### src/rtl/fft_butterfly_sequencer_pkg.sv
// Shared types and defaults for the radix-2 DIT butterfly sequencer.
package fft_pkg;
    typedef enum logic [1:0] {IDLE, ISSUE, DRAIN, DONE} state_t;

    localparam int DEF_LOG2N    = 4;
    localparam int DEF_RD_LAT   = 1;
    localparam int DEF_BFLY_LAT = 2;

    // Cycles between a read issue and the matching write-back.
    function automatic int calc_lat(input int rd_lat, input int bfly_lat);
        return rd_lat + bfly_lat;
    endfunction
endpackage

### src/rtl/fft_butterfly_sequencer_if.sv
// Controller/memory-side bundle of the butterfly sequencer.
// FFT_INVERSE_EN adds i_inverse / o_tw_conj for IFFT runs.
interface fft_butterfly_sequencer_if
    import fft_pkg::*;
#(
    parameter int LOG2N = DEF_LOG2N
);
    logic             i_start;
    logic             o_busy;
    logic             o_done;
    logic             o_rd_en;
    logic [LOG2N-1:0] o_rd_addr_a;
    logic [LOG2N-1:0] o_rd_addr_b;
    logic [LOG2N-2:0] o_tw_addr;
    logic             o_wr_en;
    logic [LOG2N-1:0] o_wr_addr_a;
    logic [LOG2N-1:0] o_wr_addr_b;
    logic [LOG2N-1:0] o_stage;
`ifdef FFT_INVERSE_EN
    logic             i_inverse;
    logic             o_tw_conj;
`endif

    modport master (
        output i_start,
`ifdef FFT_INVERSE_EN
        output i_inverse,
        input  o_tw_conj,
`endif
        input  o_busy, o_done, o_rd_en, o_rd_addr_a, o_rd_addr_b, o_tw_addr,
        input  o_wr_en, o_wr_addr_a, o_wr_addr_b, o_stage
    );

    modport slave (
        input  i_start,
`ifdef FFT_INVERSE_EN
        input  i_inverse,
        output o_tw_conj,
`endif
        output o_busy, o_done, o_rd_en, o_rd_addr_a, o_rd_addr_b, o_tw_addr,
        output o_wr_en, o_wr_addr_a, o_wr_addr_b, o_stage
    );
endinterface

### src/rtl/fft_butterfly_sequencer_addr_delay.sv
// Depth-DEPTH shift register carrying {valid, addr_a, addr_b} from read issue to write-back.
module fft_addr_delay #(
    parameter int DEPTH = 3,
    parameter int W     = 4
) (
    input  logic         clk,
    input  logic         rst,
    input  logic         in_vld,
    input  logic [W-1:0] in_a,
    input  logic [W-1:0] in_b,
    output logic         out_vld,
    output logic [W-1:0] out_a,
    output logic [W-1:0] out_b
);
    logic [DEPTH-1:0][2*W:0] pipe;

    always_ff @(posedge clk) begin
        if (rst) begin
            pipe <= '0;
        end else begin
            pipe[0] <= {in_vld, in_a, in_b};
            for (int i = 1; i < DEPTH; i++) pipe[i] <= pipe[i-1];
        end
    end

    assign {out_vld, out_a, out_b} = pipe[DEPTH-1];
endmodule

### src/rtl/fft_butterfly_sequencer.sv
// Issues per-stage butterfly read/twiddle addresses and delayed write-backs for an in-place FFT.
// FFT_INVERSE_EN: latch i_inverse on start and drive o_tw_conj for the run.
module fft_butterfly_sequencer
    import fft_pkg::*;
#(
    parameter int LOG2N    = DEF_LOG2N,
    parameter int RD_LAT   = DEF_RD_LAT,
    parameter int BFLY_LAT = DEF_BFLY_LAT
) (
    input logic                     clk,
    input logic                     rst,
    fft_butterfly_sequencer_if.slave bus
);
    localparam int L      = calc_lat(RD_LAT, BFLY_LAT);
    localparam int HALF_N = 1 << (LOG2N - 1);
    localparam int KW     = LOG2N - 1;
    localparam int CW     = $clog2(L + 1);

    state_t           state, state_n;
    logic [LOG2N-1:0] s_q, s_n;
    logic [KW-1:0]    k_q, k_n;
    logic [CW-1:0]    cnt_q, cnt_n;
    logic             rd_en_q, rd_en_n, busy_q, busy_n, done_q, done_n;
    logic [LOG2N-1:0] rd_a_q, rd_a_n, rd_b_q, rd_b_n;
    logic [LOG2N-2:0] tw_q, tw_n;
    logic             conj_q, conj_n;
    logic             iss;
    int               iss_s, iss_k;

    // a = grp*2*half + pos, with grp = k>>s and pos = k mod 2^s
    function automatic logic [LOG2N-1:0] addr_a(input int s, input int k);
        return LOG2N'(((k >> s) << (s + 1)) | (k & ((1 << s) - 1)));
    endfunction

    function automatic logic [LOG2N-2:0] tw_idx(input int s, input int k);
        return (LOG2N-1)'((k & ((1 << s) - 1)) << (LOG2N - 1 - s));
    endfunction

    always_ff @(posedge clk) begin
        if (rst) begin
            state   <= IDLE;
            s_q     <= '0;
            k_q     <= '0;
            cnt_q   <= '0;
            rd_en_q <= 1'b0;
            rd_a_q  <= '0;
            rd_b_q  <= '0;
            tw_q    <= '0;
            busy_q  <= 1'b0;
            done_q  <= 1'b0;
            conj_q  <= 1'b0;
        end else begin
            state   <= state_n;
            s_q     <= s_n;
            k_q     <= k_n;
            cnt_q   <= cnt_n;
            rd_en_q <= rd_en_n;
            rd_a_q  <= rd_a_n;
            rd_b_q  <= rd_b_n;
            tw_q    <= tw_n;
            busy_q  <= busy_n;
            done_q  <= done_n;
            conj_q  <= conj_n;
        end
    end

    always_comb begin
        state_n = state;
        s_n     = s_q;
        k_n     = k_q;
        cnt_n   = cnt_q;
        rd_en_n = 1'b0;
        rd_a_n  = rd_a_q;
        rd_b_n  = rd_b_q;
        tw_n    = tw_q;
        busy_n  = busy_q;
        done_n  = 1'b0;
        conj_n  = conj_q;
        iss     = 1'b0;
        iss_s   = int'(s_q);
        iss_k   = int'(k_q);
        case (state)
            IDLE: begin
                conj_n = 1'b0;
                if (bus.i_start) begin
                    state_n = ISSUE;
                    s_n     = '0;
                    k_n     = '0;
                    busy_n  = 1'b1;
                    iss     = 1'b1;
                    iss_s   = 0;
                    iss_k   = 0;
`ifdef FFT_INVERSE_EN
                    conj_n  = bus.i_inverse;
`endif
                end
            end
            ISSUE: begin
                if (k_q == KW'(HALF_N - 1)) begin
                    state_n = DRAIN;
                    cnt_n   = '0;
                end else begin
                    k_n   = k_q + KW'(1);
                    iss   = 1'b1;
                    iss_k = int'(k_q) + 1;
                end
            end
            DRAIN: begin
                // Next stage starts only once the last write of this stage has left the delay line.
                if (cnt_q == CW'(L - 1)) begin
                    if (s_q == LOG2N'(LOG2N - 1)) begin
                        state_n = DONE;
                        busy_n  = 1'b0;
                        done_n  = 1'b1;
                    end else begin
                        state_n = ISSUE;
                        s_n     = s_q + LOG2N'(1);
                        k_n     = '0;
                        iss     = 1'b1;
                        iss_s   = int'(s_q) + 1;
                        iss_k   = 0;
                    end
                end else begin
                    cnt_n = cnt_q + CW'(1);
                end
            end
            DONE: begin
                state_n = IDLE;
                conj_n  = 1'b0;
            end
            default: state_n = IDLE;
        endcase
        if (iss) begin
            rd_en_n = 1'b1;
            rd_a_n  = addr_a(iss_s, iss_k);
            rd_b_n  = addr_a(iss_s, iss_k) + LOG2N'(1 << iss_s);
            tw_n    = tw_idx(iss_s, iss_k);
        end
    end

    logic             wr_en;
    logic [LOG2N-1:0] wr_a, wr_b;

    fft_addr_delay #(.DEPTH(L), .W(LOG2N)) u_dly (
        .clk     (clk),
        .rst     (rst),
        .in_vld  (rd_en_q),
        .in_a    (rd_a_q),
        .in_b    (rd_b_q),
        .out_vld (wr_en),
        .out_a   (wr_a),
        .out_b   (wr_b)
    );

    assign bus.o_busy      = busy_q;
    assign bus.o_done      = done_q;
    assign bus.o_rd_en     = rd_en_q;
    assign bus.o_rd_addr_a = rd_a_q;
    assign bus.o_rd_addr_b = rd_b_q;
    assign bus.o_tw_addr   = tw_q;
    assign bus.o_wr_en     = wr_en;
    assign bus.o_wr_addr_a = wr_a;
    assign bus.o_wr_addr_b = wr_b;
    assign bus.o_stage     = s_q;
`ifdef FFT_INVERSE_EN
    assign bus.o_tw_conj   = conj_q;
`else
    logic unused_conj;
    assign unused_conj = conj_q;
`endif
endmodule

### src/flat_wrapper.sv
// flat-port wrapper written by rule: the top's interface ports become plain ports
module fft_butterfly_sequencer_flat import fft_pkg::*;
#(
    parameter int LOG2N    = DEF_LOG2N,
    parameter int RD_LAT   = DEF_RD_LAT,
    parameter int BFLY_LAT = DEF_BFLY_LAT
)
  (clk, rst, bus_i_start, bus_o_busy, bus_o_done, bus_o_rd_en, bus_o_rd_addr_a, bus_o_rd_addr_b, bus_o_tw_addr, bus_o_wr_en, bus_o_wr_addr_a, bus_o_wr_addr_b, bus_o_stage);
  fft_butterfly_sequencer_if #(.LOG2N(LOG2N)) bus_i ();
  input logic clk;
  input logic rst;
  input wire logic [$bits(bus_i.i_start)-1:0] bus_i_start;
  output wire logic [$bits(bus_i.o_busy)-1:0] bus_o_busy;
  output wire logic [$bits(bus_i.o_done)-1:0] bus_o_done;
  output wire logic [$bits(bus_i.o_rd_en)-1:0] bus_o_rd_en;
  output wire logic [$bits(bus_i.o_rd_addr_a)-1:0] bus_o_rd_addr_a;
  output wire logic [$bits(bus_i.o_rd_addr_b)-1:0] bus_o_rd_addr_b;
  output wire logic [$bits(bus_i.o_tw_addr)-1:0] bus_o_tw_addr;
  output wire logic [$bits(bus_i.o_wr_en)-1:0] bus_o_wr_en;
  output wire logic [$bits(bus_i.o_wr_addr_a)-1:0] bus_o_wr_addr_a;
  output wire logic [$bits(bus_i.o_wr_addr_b)-1:0] bus_o_wr_addr_b;
  output wire logic [$bits(bus_i.o_stage)-1:0] bus_o_stage;
  assign bus_i.i_start = bus_i_start;
  assign bus_o_busy = bus_i.o_busy;
  assign bus_o_done = bus_i.o_done;
  assign bus_o_rd_en = bus_i.o_rd_en;
  assign bus_o_rd_addr_a = bus_i.o_rd_addr_a;
  assign bus_o_rd_addr_b = bus_i.o_rd_addr_b;
  assign bus_o_tw_addr = bus_i.o_tw_addr;
  assign bus_o_wr_en = bus_i.o_wr_en;
  assign bus_o_wr_addr_a = bus_i.o_wr_addr_a;
  assign bus_o_wr_addr_b = bus_i.o_wr_addr_b;
  assign bus_o_stage = bus_i.o_stage;
  fft_butterfly_sequencer #(.LOG2N(LOG2N), .RD_LAT(RD_LAT), .BFLY_LAT(BFLY_LAT)) u_core (.clk(clk), .rst(rst), .bus(bus_i));
endmodule
### config.mk
export PLATFORM = sky130hd
export DESIGN_NAME = fft_butterfly_sequencer_flat
export DESIGN_NICKNAME = d
export VERILOG_FILES = /design/src/rtl/fft_butterfly_sequencer_pkg.sv /design/src/rtl/fft_butterfly_sequencer_if.sv /design/src/rtl/fft_butterfly_sequencer_addr_delay.sv /design/src/rtl/fft_butterfly_sequencer.sv /design/src/flat_wrapper.sv
export SDC_FILE = /design/constraint.sdc
export NUM_CORES = 1
export LEC_CHECK = 0
export CORE_MARGIN = 4
export CORE_UTILIZATION = 35
export CTS_BUF_LIST = sky130_fd_sc_hd__clkbuf_2
export DETAILED_ROUTE_END_ITERATION = 7
export PLACE_DENSITY = 0.66
export SYNTH_ARGS = -nofsm -noshare
export SYNTH_HDL_FRONTEND = slang
export SYNTH_SLANG_ARGS = --single-unit
### constraint.sdc
create_clock -name clk -period 5.85 [get_ports clk]
set_clock_uncertainty 0.2 [all_clocks]
set_input_delay 1.755 -clock clk [delete_from_list [all_inputs] [get_ports clk]]
set_output_delay 1.755 -clock clk [all_outputs]
set_load 0.01 [all_outputs]
==> flow_summary_export.csv <==
group,metric,value,unit
run_status,outcome,"complete, no violations",
layout,drive_above_1_share,11.1,%
yosys,synthMuxAreaShare,1.73,%
place,gp_congestion,0.861,
cts,clk_latency,0.45,ns
cts,cts_resized,0,
sta,max_freq,186,MHz
layout,final_cell_area,3090,um2
power,powerDensity,191,nW/um2
layout,insertedDiodeCount,0,
sta,worstMarginPinSlew,1.15,ns
sta,rsz0062_at_grt,"no",
place,portBuffers,29,
floorplanning,die_w,95.4,um
routing,vias,2129,
sta,fin_setup_tns,0,ns
setup_path,path_class,"in -> reg",
yosys,yosys-top-cells-area,"dfxtp_1 (39%), ha_1 (8.4%), nor2b_1 (7.3%), nand2_1 (3.1%), nor2_1 (3.0%)",
cts,cts_tree,"yes",
yosys,ys_async_sr_fraction,0,%
yosys,ys_seq_area_share,39.0,%
yosys,synth_edf_count,0,
yosys,avgSynthCellArea,8.99,um2
sta,setup_viol,0,
global_routing,grt_pass1_vias,1992,
routing,dr.pass1.iters,4,
sta,post-route-min-period,5.38,ns
worst_hold_path,hp-class,"reg -> reg",
power,ir_drop,0.0000604,V
power,p_leak,1.23,nW
yosys,synth.distinct_cells,59,
layout,syn_to_final_growth,15.8,%
yosys,synth_simple_gate_area_share,25.2,%
layout,finish.net_count,345,
cts,clock_path_buffers,2,
routing,finalWirelength,5480,um
yosys,ys_ff_latch,52,
routing,drc,0,
setup_path,required,6.02,ns
cts,cts.hold.buffers_added,0,
setup_path,crit_fanout,4,
yosys,synth_compound_area_share,16.1,%
cts,cts-root-buf,"clkbuf_2",
cts,cts_setup_buffers,0,
global_routing,grt-ovfl-total,0,
yosys,ys.flop_type,"dfxtp_1",
sta,whs,0.221,ns
setup_path,slowest_delay,0.49,ns
run,max_cap_viol_count,0,
yosys,syn-num-nets,319,
setup_path,start_kind,"input port",
floorplanning,die_area,9090,um2
place,placed_cell_area,3040,um2
global_routing,antenna_found_initial,0,
floorplanning,initial_core_util,36.4,%
setup_path,cp.arrival,5.54,ns
floorplanning,pin_count,30,
yosys,synth_top_family_by_area,"simple AND/OR/NAND/NOR gates",
yosys,synthesis.area,2670,um2
floorplanning,num_rows,31,
sta,hold_viol_final,0,
yosys,synth_fa_ha_area_share,9.18,%
cts,cts_made_buffers,5,
cts,htreeDepth,2,
floorplanning,die_h,95.4,um
yosys,syn_inst,297,
setup_path,rrSetupSlack,1.22,ns
routing,drt_iter0_drc,89,
setup_path,cp_common_cell,"nand2_1",
routing,wl_per_cell,13.0,um
setup_path,slowest_stage,"clkdlybuf4s50_1",
floorplanning,coreArea,7330,um2
global_routing,gr-usage-all-layers,13.0,%
cts,cts.clk_slew.worst_paths,0.30,ns
yosys,post-synth-top-area-fraction,39.0,%
setup_path,cp-end-kind,"flop",
routing,ant_nets,0,
yosys,yosys.area.top_type,"dfxtp_1",
setup_path,crit_chain,"clkdlybuf4s50_1 -> or3b_4 -> nand2_1 -> o21a_1 -> buf_4 -> ha_1 -> nand2_1 -> ha_1 -> xnor2_1 -> or2_2 -> nand2_1 -> ha_1 -> a21oi_1 -> nand2_1 -> and4_1 -> a211o_1 -> a31oi_1 -> o41ai_1 -> o31a_1",
yosys,synthXorXnorAreaFrac,1.31,%
cts,cts_sinks,52,
global_routing,grt_pass1_wl,9390,um
yosys,synth_warnings,0,
sta,fin_crit_sh,91.9,%
global_routing,grt_start_max_net_pins,33,
sta,drv_slew,0,
place,dp_hpwl,4030,um
sta,maxSlewHeadroom,23.3,%
routing,avgViaCountPerCell,5.03,
final timing paths:
path,start,endpoint,depth (start not counted)
worst max register to register,u_core.bus.o_stage[0],u_core.bus.o_rd_addr_b[3],19
worst min register to register,u_core.u_dly.pipe[8],u_core.u_dly.pipe[17],1
worst max-delay path,bus_i_start,u_core.bus.o_rd_addr_b[3],19
worst min-delay path,u_core.u_dly.pipe[8],u_core.u_dly.pipe[17],1
flip-flops by register name (all words and copies together), names as in the netlist:
name                    flops
u_core.bus.o_busy           1
u_core.bus.o_done           1
u_core.bus.o_rd_addr_a      4
u_core.bus.o_rd_addr_b      4
u_core.bus.o_rd_en          1
u_core.bus.o_stage          4
u_core.bus.o_tw_addr        3
u_core.cnt_q                2
u_core.k_q                  3
u_core.state                2
u_core.u_dly.out_a          4
u_core.u_dly.out_b          4
u_core.u_dly.out_vld        1
u_core.u_dly.pipe          18
through the flow:
step	util, %	power [W]	worst slack, ns	cells
finish	42.2	0.000592	0.471	423
detailed placement	41.5	0.000441	0.00242	415
global placement	41.5	0.000440	0.113	415
floorplan	-	0.000418	0.567	297
CTS	42.2	0.000605	0.515	423
global route	42.2	0.000627	0.214	423
area by class of cell:
cell class / instances / area [um2]
fill: 707 / 4240
multi-input combinational: 206 / 1430
sequential: 52 / 1040
timing repair buffer: 42 / 388
tap: 99 / 124
inverter: 16 / 60.1
clock buffer: 5 / 25.0
clock inverter: 3 / 25.0
kinds of logic (layout without fill, tap and decap cells):
kind of cell | count (synthesis) | in the layout
simple gates | 121 | 121
compound gates | 58 | 58
flops | 52 | 52
buf+inv | 39 | 66
fa+ha+maj | 19 | 19
xor+xnor | 4 | 4
mux | 4 | 4
power breakdown:
part	switching (W)	internal [W]	total [W]
Sequential	0.00000720	0.000368	0.000375
Clock	0.000125	0.0000330	0.000158
Combinational	0.0000300	0.0000290	0.0000590
Total	0.000163	0.000430	0.000592
Yosys cell counts (all sizes together) (6+ instances only):
cell and instances:
dfxtp 52, nand3 6, nor2 22, nor3 6
inv 15, nand2 22, nor2b 31, a211oi 6
buf 18, o21ai 6, a21oi 13, ha 18
cells in the final DEF (no fill, tap or decap), drive strengths merged, types with 3 or more instances in the layout:
| cell | n |
|---|---|
| a211oi | 6 |
| a21oi | 13 |
| a31oi | 5 |
| and3 | 4 |
| and4 | 3 |
| buf | 13 |
| clkbuf | 5 |
| clkdlybuf4s50 | 29 |
| dfxtp | 52 |
| ha | 18 |
| inv | 17 |
| nand2 | 22 |
| nand3 | 6 |
| nand4 | 3 |
| nor2 | 22 |
| nor2b | 31 |
| nor3 | 6 |
| o21a | 3 |
| o21ai | 6 |
| or2 | 5 |
| or3 | 4 |
| xnor2 | 4 |
critical path, delay by kind of cell:
kind	cells	cell delay, ns
and+or+nand+nor	7	1.23
AOI/OAI and AO/OA	6	1.16
adders and majority gates	3	0.66
buffers and inverters	2	0.63
xor gates and xnor gates	1	0.13
metal layers:
metal  up-vias  GRT usage, %  wire length [um]
li1       1084             -                 -
met1       987          17.1              2680
met2        49          20.6              2450
met3         9          3.39               256
met4         0          4.45                92
met5         -             0                 0
No activity file was read; power rests on OpenSTA's default activity.
